$ cat config.mk
export PLATFORM = sky130hd
export DESIGN_NAME = veririscv_ifu_prefetch
export DESIGN_NICKNAME = d
export VERILOG_FILES = /design/src/rtl/veririscv_ifu_prefetch_pkg.sv /design/src/rtl/veririscv_sync_fifo.sv /design/src/rtl/veririscv_ifu_prefetch.sv
export SDC_FILE = /design/constraint.sdc
export NUM_CORES = 1
export LEC_CHECK = 0
export BUFFER_PORTS_ARGS = -buffer_cell sky130_fd_sc_hd__buf_2
export CAP_MARGIN = 0
export CORE_AREA = 8 8 213 215
export DETAILED_ROUTE_END_ITERATION = 10
export DIE_AREA = 0 0 221 223
export GPL_ROUTABILITY_DRIVEN = 0
export PLACE_DENSITY = 0.68
export SLEW_MARGIN = 20
export SYNTH_ARGS = -nofsm -noshare
export SYNTH_HDL_FRONTEND = slang
export SYNTH_SLANG_ARGS = --single-unit
$ cat constraint.sdc
create_clock -name clk -period 5.15 [get_ports clk]
set_input_delay 0.515 -clock clk [delete_from_list [all_inputs] [get_ports clk]]
set_output_delay 0.515 -clock clk [all_outputs]
set_load 0.05 [all_outputs]
$ cat src/rtl/veririscv_ifu_prefetch_pkg.sv
// Shared core constants for the VeriRISCV fetch path: PC / instruction widths,
// instruction RAM word-address range and the default reset vector.
package veririscv_ifu_prefetch_pkg;

    localparam int unsigned XLEN                = 32;
    localparam int unsigned ILEN                = 32;
    localparam int unsigned INSTR_BYTES         = ILEN / 8;
    localparam int unsigned INSTR_RAM_AW        = 14;

    localparam int unsigned PC_MSB              = XLEN - 1;
    localparam int unsigned PC_LSB              = 0;
    localparam int unsigned DATA_MSB            = ILEN - 1;
    localparam int unsigned DATA_LSB            = 0;
    localparam int unsigned INSTR_RAM_ADDR_MSB  = INSTR_RAM_AW + 1;
    localparam int unsigned INSTR_RAM_ADDR_LSB  = 2;

    localparam logic [XLEN-1:0] RESET_PC_DEFAULT = 32'h0000_0000;

endpackage

$ cat src/rtl/veririscv_sync_fifo.sv
// Synchronous FIFO with flush and occupancy count; flush has priority over
// push/pop. Storage is not reset, only pointers and count.
module veririscv_sync_fifo
    import veririscv_ifu_prefetch_pkg::*;
#(
    parameter int unsigned WIDTH = XLEN + ILEN,
    parameter int unsigned DEPTH = 4,
    localparam int unsigned PTR_W = $clog2(DEPTH),
    localparam int unsigned CNT_W = PTR_W + 1
) (
    input  logic             clk,
    input  logic             rst,
    input  logic             push,
    input  logic             pop,
    input  logic             flush,
    input  logic [WIDTH-1:0] din,
    output logic [WIDTH-1:0] dout,
    output logic [CNT_W-1:0] count
);

    logic [WIDTH-1:0] mem_q [DEPTH];
    logic [PTR_W-1:0] wr_ptr_q, wr_ptr_d;
    logic [PTR_W-1:0] rd_ptr_q, rd_ptr_d;
    logic [CNT_W-1:0] count_q, count_d;
    logic             push_ok;
    logic             pop_ok;
    logic             full;

    always_comb begin
        full     = (count_q == CNT_W'(DEPTH));
        push_ok  = push & ~flush;
        pop_ok   = pop & ~flush & (count_q != '0);
        wr_ptr_d = wr_ptr_q;
        rd_ptr_d = rd_ptr_q;
        count_d  = count_q;
        if (flush) begin
            wr_ptr_d = '0;
            rd_ptr_d = '0;
            count_d  = '0;
        end else begin
            // Pointers are PTR_W wide so the +1 wraps modulo DEPTH.
            if (push_ok) wr_ptr_d = wr_ptr_q + PTR_W'(1);
            if (pop_ok)  rd_ptr_d = rd_ptr_q + PTR_W'(1);
            count_d = count_q + CNT_W'(push_ok) - CNT_W'(pop_ok);
        end
    end

    always_ff @(posedge clk or negedge rst) begin
        if (!rst) begin
            wr_ptr_q <= '0;
            rd_ptr_q <= '0;
            count_q  <= '0;
        end else begin
            wr_ptr_q <= wr_ptr_d;
            rd_ptr_q <= rd_ptr_d;
            count_q  <= count_d;
        end
    end

    always_ff @(posedge clk) begin
        if (push_ok) mem_q[wr_ptr_q] <= din;
    end

    assign dout  = mem_q[rd_ptr_q];
    assign count = count_q;

    a_no_overflow: assert property (@(posedge clk) disable iff (!rst)
        !(push_ok && !pop_ok && full));

endmodule

$ cat src/rtl/veririscv_ifu_prefetch.sv
// Instruction fetch unit: one synchronous RAM read per cycle into a DEPTH-entry
// prefetch buffer, valid/ready delivery to ID, and redirect flush/restart.
module veririscv_ifu_prefetch
    import veririscv_ifu_prefetch_pkg::*;
#(
    parameter int unsigned    PC_W     = XLEN,
    parameter int unsigned    DATA_W   = ILEN,
    parameter int unsigned    RAM_AW   = INSTR_RAM_AW,
    parameter int unsigned    DEPTH    = 4,
    parameter logic [PC_W-1:0] RESET_PC = PC_W'(RESET_PC_DEFAULT)
) (
    input  logic              clk,
    input  logic              rst,
    output logic              instr_ram_rd,
    output logic [RAM_AW-1:0] instr_ram_addr,
    input  logic [DATA_W-1:0] instr_ram_din,
    output logic              if_valid,
    output logic [PC_W-1:0]   if_pc,
    output logic [DATA_W-1:0] if_instruction,
    input  logic              id_ready,
    input  logic              redirect_valid,
    input  logic [PC_W-1:0]   redirect_pc
);

    localparam int unsigned CNT_W   = $clog2(DEPTH) + 1;
    localparam int unsigned ENTRY_W = PC_W + DATA_W;

    logic                run_q;
    logic [PC_W-1:0]     fetch_pc_q, fetch_pc_d;
    logic                rsp_pending_q, rsp_pending_d;
    logic [PC_W-1:0]     rsp_pc_q, rsp_pc_d;
    logic [ENTRY_W-1:0]  hold_q, hold_d;

    logic [CNT_W-1:0]    fifo_count;
    logic [ENTRY_W-1:0]  fifo_head;
    logic                fifo_nonempty;
    logic                push;
    logic                pop;
    logic [CNT_W:0]      occupancy;
    logic [PC_W-1:0]     redirect_aligned;
    logic [ENTRY_W-1:0]  out_entry;

    always_comb begin
        fifo_nonempty    = (fifo_count != '0);
        pop              = fifo_nonempty & ~redirect_valid & id_ready;
        push             = rsp_pending_q & ~redirect_valid;
        // Slots already committed: buffered + in flight, minus what leaves now.
        occupancy        = (CNT_W+1)'(fifo_count) + (CNT_W+1)'(rsp_pending_q)
                         - (CNT_W+1)'(pop);
        redirect_aligned = redirect_pc & ~PC_W'(3);

        instr_ram_rd     = 1'b0;
        instr_ram_addr   = fetch_pc_q[RAM_AW+1:2];
        fetch_pc_d       = fetch_pc_q;
        rsp_pc_d         = rsp_pc_q;
        rsp_pending_d    = 1'b0;

        if (redirect_valid) begin
            instr_ram_rd   = run_q;
            instr_ram_addr = redirect_aligned[RAM_AW+1:2];
            rsp_pc_d       = redirect_aligned;
            rsp_pending_d  = run_q;
            fetch_pc_d     = run_q ? redirect_aligned + PC_W'(INSTR_BYTES)
                                   : redirect_aligned;
        end else if (run_q && (occupancy < (CNT_W+1)'(DEPTH))) begin
            instr_ram_rd   = 1'b1;
            rsp_pc_d       = fetch_pc_q;
            rsp_pending_d  = 1'b1;
            fetch_pc_d     = fetch_pc_q + PC_W'(INSTR_BYTES);
        end

        // Outputs follow the head; with an empty buffer they keep the last head.
        out_entry      = fifo_nonempty ? fifo_head : hold_q;
        hold_d         = out_entry;
        if_valid       = fifo_nonempty & ~redirect_valid;
        if_pc          = out_entry[ENTRY_W-1:DATA_W];
        if_instruction = out_entry[DATA_W-1:0];
    end

    always_ff @(posedge clk or negedge rst) begin
        if (!rst) begin
            run_q         <= 1'b0;
            fetch_pc_q    <= RESET_PC;
            rsp_pending_q <= 1'b0;
            rsp_pc_q      <= '0;
            hold_q        <= '0;
        end else begin
            run_q         <= 1'b1;
            fetch_pc_q    <= fetch_pc_d;
            rsp_pending_q <= rsp_pending_d;
            rsp_pc_q      <= rsp_pc_d;
            hold_q        <= hold_d;
        end
    end

    veririscv_sync_fifo #(
        .WIDTH (ENTRY_W),
        .DEPTH (DEPTH)
    ) u_buf (
        .clk   (clk),
        .rst   (rst),
        .push  (push),
        .pop   (pop),
        .flush (redirect_valid),
        .din   ({rsp_pc_q, instr_ram_din}),
        .dout  (fifo_head),
        .count (fifo_count)
    );

    a_push_not_full: assert property (@(posedge clk) disable iff (!rst)
        !(push && fifo_count == CNT_W'(DEPTH)));

endmodule

# [After elaboration in Yosys (flattened, before gate mapping)]
# Memory sizes are Yosys's and may differ from the RTL's.
# Cells that the tools add are included.
# Widths: inputs -> output; s select.
[totals] mem_count=1 register_bits=137 mem_bits_rw=256 wordCells=46 output_inout_bits=80
[op_classes] magnitude_cmp=1 n_reduce_logical=5 addsub=8 bitwise=7 muxes=16
[memory_table] memory="u_buf.mem_q" words=4 width=64 rd=1 rd_clocked_by_memory_dff=0 wr=1 line_no="veririscv_sync_fifo.sv:21" rtl="logic [WIDTH-1:0] mem_q [DEPTH];"
[ops] op="$mux 32" n=5
[ops] op="$add 32x3->32 const B" n=2
[ops] op="$mux 64" n=1
[ops] op="$mux 14" n=1
[ops] op="$mux 2" n=4
[ops] op="$and 1x1->1" n=6
[ops] op="$reduce_bool 2->1" n=3
[ops] op="$add 2x1->2 const B" n=2
[ops] op="$add 3x1->4" n=1
[ops] op="$lt 4x3->1 const B" n=1
[ops] op="$mux 1" n=4
[ops] op="$sub 4x1->4" n=1
[ops] op="$add 3x1->3" n=1
[ops] op="$mux 3" n=1
[ops] op="$reduce_bool 3->1" n=1
[ops] op="$sub 3x1->3" n=1
[ops] op="$logic_and 1x1->1" n=1
[ops] op="$not 1->1" n=1

# [Depth between registers and ports, before layout]
# Gate-level depths: netlist of run 1.
[logic_depth] word_depth=8 ltp_mapped=15

# [Modules after synthesis]
# Synthesis of run 1 repeated with hierarchy kept, for this count alone.
[unflattened] hier_cells=945 hier_area_um2=16293.1
[modules_own_cells] module="veririscv_sync_fifo" cells_per_inst=377 area_per_inst_um2=9724.3 instances=1
[modules_own_cells] module="veririscv_ifu_prefetch" cells_per_inst=568 area_per_inst_um2=6568.8 instances=1

# [Worst setup path before layout of run 1]
# No wires, ideal clock.
[synth_path] kind="input port to output port" from="input port redirect_valid" to="output port instr_ram_rd" slack_ns=0.459 arrival_ns=4.176 path_stages=14 path_buffers=6 cell_sequence="clkbuf_1 clkbuf_1 buf_1 buf_1 nor2_1 ha_1 inv_1 ha_1 and3b_4 nor4_1 o21ai_1 buf_2 buf_2 a21oi_1"
[synth_between] elab_chain_cells=8
[synth_rtl] item="start, declared" line_no="veririscv_ifu_prefetch.sv:21" rtl="input logic redirect_valid,"
[synth_rtl] item="$not 1->1" line_no="veririscv_ifu_prefetch.sv:45" rtl="pop = fifo_nonempty & ~redirect_valid & id_ready;"
[synth_rtl] item="$and 1x1->1 (2 in a row)" line_no="veririscv_ifu_prefetch.sv:45"
[synth_rtl] item="$sub 4x1->4" line_no="veririscv_ifu_prefetch.sv:49" rtl="- (CNT_W+1)'(pop);"
[synth_rtl] item="$lt 4x3->1" line_no="veririscv_ifu_prefetch.sv:65" rtl="end else if (run_q && (occupancy < (CNT_W+1)'(DEPTH))) begin"
[synth_rtl] item="$logic_and 1x1->1" line_no="veririscv_ifu_prefetch.sv:65"
[synth_rtl] item="$mux 1" line_no="veririscv_ifu_prefetch.sv:65"
[synth_rtl] item="$mux 1 (*)" line_no="veririscv_ifu_prefetch.sv:58" rtl="if (redirect_valid) begin"
[synth_rtl] item="end, declared" line_no="veririscv_ifu_prefetch.sv:14" rtl="output logic instr_ram_rd,"
# Every way passes the cells marked *; elsewhere a longest branch is shown, timed or not.

# [Worst setup path after layout of run 1]
[layout_path] from="register u_buf.count_q[1] (netlist: u_buf.count[1])" to="output port instr_ram_rd"
[layout_between] elab_chain_cells=8 elab_cells_between_ends=9 classes_between="add/sub: 2; order compare: 1; mux: 2; bitwise: 2; reduce/logical: 2"
[layout_rtl] item="start, declared" line_no="veririscv_sync_fifo.sv:24" rtl="logic [CNT_W-1:0] count_q, count_d;"
[layout_rtl] item="start signal, assigned" line_no="veririscv_sync_fifo.sv:56" rtl="count_q <= count_d;"
[layout_rtl] item="branches (longest 3 deep; another with $add 3x1->4)"
[layout_rtl] item="$sub 4x1->4 (*)" line_no="veririscv_ifu_prefetch.sv:49"
[layout_rtl] item="$lt 4x3->1 (*)" line_no="veririscv_ifu_prefetch.sv:65"
[layout_rtl] item="$logic_and 1x1->1 (*)" line_no="veririscv_ifu_prefetch.sv:65"
[layout_rtl] item="$mux 1 (*)" line_no="veririscv_ifu_prefetch.sv:65"
[layout_rtl] item="$mux 1 (*)" line_no="veririscv_ifu_prefetch.sv:58"
# Every way passes the cells marked *.

==> results of run 1 <==
-- final timing paths --
path	endpoint	startpoint	slack, ns	depth (start not counted)
worst max-delay path	instr_ram_rd	u_buf.count[1]$_DFF_PN0_	1.52	13
worst min-delay path	hold_q[12]$_DFF_PN0_	rst	0.06	1
worst max register to register	fetch_pc_q[30]$_DFFE_PN0P_	u_buf.count[1]$_DFF_PN0_	1.99	12
worst min register to register	hold_q[28]$_DFF_PN0_	hold_q[28]$_DFF_PN0_	0.46	2
max in group asynchronous	hold_q[42]$_DFF_PN0_	rst	4.14	2
min in group clk	u_buf.mem_q[3][19]$_DFFE_PP_	instr_ram_din[19]	0.20	1
-- cells in the mapped netlist (all sizes together) (2+ instances only) --
master	n	share of area (%)
nor4	3	0.12
inv	19	0.44
or4	4	0.21
nor2	22	0.51
nor2b	5	0.19
mux4	63	8.8
a311o	2	0.12
xnor2	32	1.7
o211a	2	0.12
xor2	18	0.97
nand3	26	0.80
o21ai	31	0.96
clkbuf	30	0.70
buf	36	1.3
a21oi	4	0.15
edfxtp	252	47
and2	9	0.35
nand4	19	0.73
a2111oi	12	1.5
mux2	26	1.8
dfrtp	134	21
ha	11	0.85
a211o	2	0.11
and4	12	0.65
a211oi	4	0.22
o211ai	13	0.60
nor3	11	0.34
a21o	2	0.093
nand2	226	5.2
and3	7	0.27
mux2i	33	2.0
-- critical path: cells and delay by family (launching register included) --
| kind | cells | cell delay [ns] |
|---|---|---|
| adder cells (fa/ha/maj) | 2 | 0.41 |
| AO/OA/AOI/OAI | 2 | 0.32 |
| AND/OR/NAND/NOR | 5 | 0.74 |
| buffers and inverters | 4 | 0.68 |
| flip-flops | 1 | 0.44 |
-- through the flow --
stage / cells / worst slack [ns] / power, mW / utilization, %
final: 1799 / 1.52 / 11.1 / 44.4
after global routing: 1799 / 1.24 / 11.7 / 44.4
after CTS: 1799 / 1.47 / 11.3 / 44.4
after detailed placement: 1724 / 1.93 / 8.32 / 41.2
after global placement: 1724 / 1.95 / 8.24 / 41.2
after floorplan: 1079 / 0.459 / 7.23 / -
-- power breakdown --
group	total, mW	switching [mW]	internal [mW]	leakage, nW
clock network	2.93	1.20	1.73	0.665
logic	4.03	2.98	1.06	2.57
registers	4.14	0.295	3.85	3.92
total	11.1	4.47	6.63	7.15
-- layout make-up --
class	instances	share of cell area, %
clock buffer	48	5.76
clock inverter	27	1.46
inverter	19	0.379
multi-input combinational	608	26.0
sequential	386	58.1
tap	546	3.63
timing repair buffer	165	4.69
-- metal layers --
layer  track usage, %  up-vias  wire [microns]
met5                0        -              21
met4             3.55        4             606
met3             2.97       48            1670
met2             24.2      187           17400
met1             18.2     4622           15400
li1                 -     4280               -
-- sequential cells by signal, summed over array words and instances (netlist names) --
register        count
rsp_pending_q       1
u_buf.rd_ptr_q      2
fetch_pc_q         30
rsp_pc_q           31
u_buf.wr_ptr_q      2
run_q               1
hold_q             64
u_buf.mem_q       252
u_buf.count         3
-- kinds of logic (layout without fill, tap and decap cells) --
logic type	Yosys count	count (layout)	synth area share, %
flip-flops	386	386	67.5
AND/OR/NAND/NOR	347	347	9.60
multiplexers	122	122	12.6
buffers and inverters	85	259	2.47
AO/OA/AOI/OAI	76	76	4.12
XOR/XNOR	50	50	2.71
adder cells (fa/ha/maj)	12	12	0.974
other	1	1	0.0232
-- layout by cell type (no fill, tap or decap), drive strengths merged, types with 2 or more instances in the layout --
cell type    n
edfxtp     252
nand2      226
buf        165
dfrtp      134
mux4        63
clkbuf      48
mux2i       33
xnor2       32
o21ai       31
mux2        26
nand3       26
inv         24
nor2        22
nand4       19
xor2        18
clkinv      16
o211ai      13
and4        12
a2111oi     12
ha          11
nor3        11
and2         9
and3         7
nor2b        5
bufinv       4
a21oi        4
or4          4
a211oi       4
nor4         3
a21o         2
a211o        2
o211a        2
a311o        2
clkinvlp     2
==> summary.txt, run 1 <==
Post-synth top flop -> edfxtp_1
CP Data Required Time -> 4.64 ns
Clock Latency Late Sink -> 0.53 ns
Total Routing Usage GR -> 14.1%
Slew Limit Headroom -> 39.7%
Routed Antenna Nets -> 0
CORE AREA -> 42300 sq um
Outcome -> completed
Inserted Diodes -> 0
Via count -> 9141
CTS sink cnt -> 386
Unrepaired setup endpoints after global routing -> no
Worst EP arrival -> 3.12 ns
I/O pin total -> 148
Aggregate global routing overflow -> 0
Multi-input gate area -> 4880 sq um
Hold_buf cts -> 0
Number of max-cap violations -> 0
Die Area -> 49300 sq um
Final #Nets -> 1301
Die height -> 223 microns
Actual slew at the worst max-slew pin -> 0.905 ns
FMAX -> 0.275 GHz
Final min period -> 3.63 ns
Crit-path max FO -> 6
CP Class -> register to primary output
Largest net degree at the start of global routing -> 83
Hold Fails Final Rpt -> 0
Global-route wire length before repair -> 55400 microns
Initial DRC count -> 655
Root Buffer Master -> clkbuf_16
Ys async rst share -> 34.7%
Final setup vio count -> 0
Pwr dens -> 591 nW/um^2
Vias in the first global route -> 9490
Crit end category -> primary output
Syn Nets -> 1159
DRT Pass-1 Iters -> 5
Drt wl/cell -> 19.5 microns
CP startpoint kind -> register
CTS tree -> yes
Layout area overhead -> 16.2%
LEAKAGE -> 7.15 nW
Buffers on Ports -> 145
Clock skew -> 0.0148 ns
Register area share after synthesis -> 67.5%
Post-route DRC -> 0
Hold WC Path Type -> input port to asynchronous set/reset pin
FP Rows -> 76
Post-CTS Setup Bufs -> 0
Fill cell count -> 3750
Die X -> 221 microns
Number of flops mapped to enable cells by yosys -> 252
Register area -> 10900 sq um
Initial antenna violation count -> 3
Post-CTS sizing -> 0
Hold slack -> 0.0637 ns
Setup_tns -> 0 ns
Yosys Warn Count -> 0
Post-layout instance area -> 18800 sq um
Placement Cell Area -> 17400 sq um
DPL Wire Length -> 23300 microns
Crit-path cells -> inv_1 > nand3_2 > nand2_1 > nor2_1 > ha_1 > inv_1 > ha_1 > and3b_4 > nor4_1 > buf_4 > o21ai_2 > a21oi_1 > buf_2
Cell Area, Synth -> 16200 sq um
Starting Density -> 38.2%
Worst path slowest cell -> dfrtp_1
CTS H-Tree Depth -> 2
Vias per cell -> 5.08
Slew Viols, Final -> 0
Layout cells sized above 1 -> 27.5%
Cell variety after synth -> 49
Syn_area_per_cell -> 15.0 sq um
Post-Route WL -> 35100 microns
Period utilisation layout -> 70.6%
Crit path largest cell delay -> 0.44 ns
Synth Instances -> 1079
VDD IR max -> 0.320 mV
CTS Buf Count -> 41
Longest Clk Path Bufs -> 3
#FFs+latches synth -> 386
Clk slew on worst S/H paths -> 0.06 ns
Power figures use the tool's default switching activity.
==> run 2: changes to the inputs <==
- PLACE_DENSITY: 0.68 -> 0.7
- clock period: 5.15 -> 2.9 ns (I/O delays scaled with it)
==> summary.txt, run 2 (synthesized netlist as in run 1, its figures left out) <==
Crit-path cells -> inv_2 > nand3_2 > nand2_2 > nor2_2 > ha_2 > inv_2 > ha_4 > and3b_4 > nor4_4 > o21ai_4 > buf_12 > a21oi_4 > buf_12
Failing checks -> setup timing
Clock skew -> 0.0162 ns
Die X -> 221 microns
WL met3 -> 1750 microns
Most frequent cells in the layout -> edfxtp_1, nand2_1, buf_2
Vias per cell -> 5.10
CP startpoint kind -> register
Crit-path max FO -> 4
CTS H-Tree Depth -> 2
CTS Buf Count -> 42
Pwr dens -> 1040 nW/um^2
Clock Latency Late Sink -> 0.54 ns
Crit path largest cell delay -> 0.40 ns
I/O pin total -> 148
Vias in the first global route -> 10000
Worst path slowest cell -> dfrtp_1
Slew Limit Headroom -> 30.0%
Post-route DRC -> 0
FP Rows -> 76
CTS sink cnt -> 386
Period utilisation layout -> 103%
Clk slew on worst S/H paths -> 0.06 ns
Hold WC Path Type -> input port to register
Design Power -> 20.3 mW
VDD IR max -> 0.542 mV
Crit end category -> primary output
Met1 wire length -> 15900 microns
Layout area overhead -> 21.3%
Max layer used -> met4
Aggregate global routing overflow -> 0
DPL Wire Length -> 22900 microns
Total Routing Usage GR -> 14.7%
Met2 WL post-DR -> 18100 microns
Inserted Diodes -> 0
CTS tree -> yes
Worst EP arrival -> 2.70 ns
Top reg by flops -> u_buf.mem_q
Largest net degree at the start of global routing -> 73
Largest registers -> u_buf.mem_q: 252 flops, hold_q: 64 flops, rsp_pc_q: 31 flops
Die height -> 223 microns
Via count -> 9504
Final Util -> 46.4%
Root Buffer Master -> clkbuf_16
CORE AREA -> 42300 sq um
Hold Fails Final Rpt -> 0
Actual slew at the worst max-slew pin -> 1.05 ns
Pre-CTS WS -> 0.0445 ns
DRT Pass-1 Iters -> 5
CP Class -> register to primary output
Starting Density -> 38.2%
Longest Clk Path Bufs -> 3
Buffers on Ports -> 145
Placed cell count -> 1736
Setup slack after layout -> -0.0864 ns
Die Area -> 49300 sq um
Final #Nets -> 1364
Final std cells w/o fill -> 1863
Max reg flops -> 252
Final min period -> 2.99 ns
Slew Viols, Final -> 0
FMAX -> 0.335 GHz
Worst reg-to-reg setup slack -> 0.05 ns
Layout cells sized above 1 -> 28.7%
CP Data Required Time -> 2.61 ns
Initial antenna violation count -> 2
Commonest non-fill, non-tap cell in the layout -> edfxtp_1
Post-Route WL -> 36800 microns
Unrepaired setup endpoints after global routing -> yes
Initial DRC count -> 628
LEAKAGE -> 7.48 nW
Routed Antenna Nets -> 0
Final setup vio count -> 1
Number of max-cap violations -> 0
Outcome -> complete, but fails checks
Drt wl/cell -> 19.8 microns
Global-route wire length before repair -> 58100 microns
run 2: stage by stage:
| step | TNS (ns) | cell area, sq um | hold WS, ns |
|---|---|---|---|
| detailed placement | 0 | 17700 | 0.396 |
| global placement | 0 | 17700 | 0.386 |
| global route | -0.610 | 19600 | 0.0322 |
| floorplan | -1.33 | 16300 | -0.00559 |
| finish | -0.0864 | 19600 | 0.0308 |
| CTS | -0.189 | 19500 | 0.000831 |
run 2: final timing paths:
kind                                              end                startpoint  cells after the start
max reg2reg                fetch_pc_q[18]$_DFFE_PN0P_  u_buf.count[1]$_DFF_PN0_                     13
min in group asynchronous         hold_q[2]$_DFF_PN0_                       rst                      2
max                                      instr_ram_rd  u_buf.count[1]$_DFF_PN0_                     13
min                          rsp_pc_q[25]$_DFFE_PN0P_           redirect_pc[25]                      3
max in group asynchronous        hold_q[24]$_DFF_PN0_                       rst                      3
min reg2reg                       hold_q[9]$_DFF_PN0_       hold_q[9]$_DFF_PN0_                      2
run 2: final cells by class:
type                            count  area (sq um)
Inverter                           19          71.3
Timing Repair Buffer              227          1570
Fill cell                        3676         22700
Clock buffer                       61          1200
Multi-Input combinational cell    608          5000
Tap cell                          546           683
Sequential cell                   386         10900
Clock inverter                     16           166
run 2: timing repair:
| item | CTS | global route |
|---|---|---|
| hold buffers | 37 | 0 |
| gates resized for setup | 9 | 11 |
| endpoints found under the hold margin | 200 | 0 |
| pin swaps | 8 | 10 |
| buffers inserted | 7 | 6 |
| gates cloned | 1 | 0 |
| endpoints found under the setup margin | 1 | 25 |
run 2: layer usage:
layer / vias up / global-route usage [%]
met5: - / 0
met2: 229 / 25.1
met3: 75 / 3.10
li1: 4400 / -
met1: 4800 / 18.7
met4: 0 / 4.89
run 2: worst max-delay path: cells and delay by family, from the launching register on:
family                     cells  cell delay [ns]
and+or+nand+nor                5             0.71
buffers and inverters          4             0.45
DFF                            1             0.40
adders and majority gates      2             0.36
AOI/OAI and AO/OA              2             0.26
run 2: power breakdown:
| part | internal (mW) | switching (mW) |
|---|---|---|
| registers | 6.84 | 0.453 |
| clock network | 3.16 | 2.10 |
| logic | 2.21 | 5.58 |
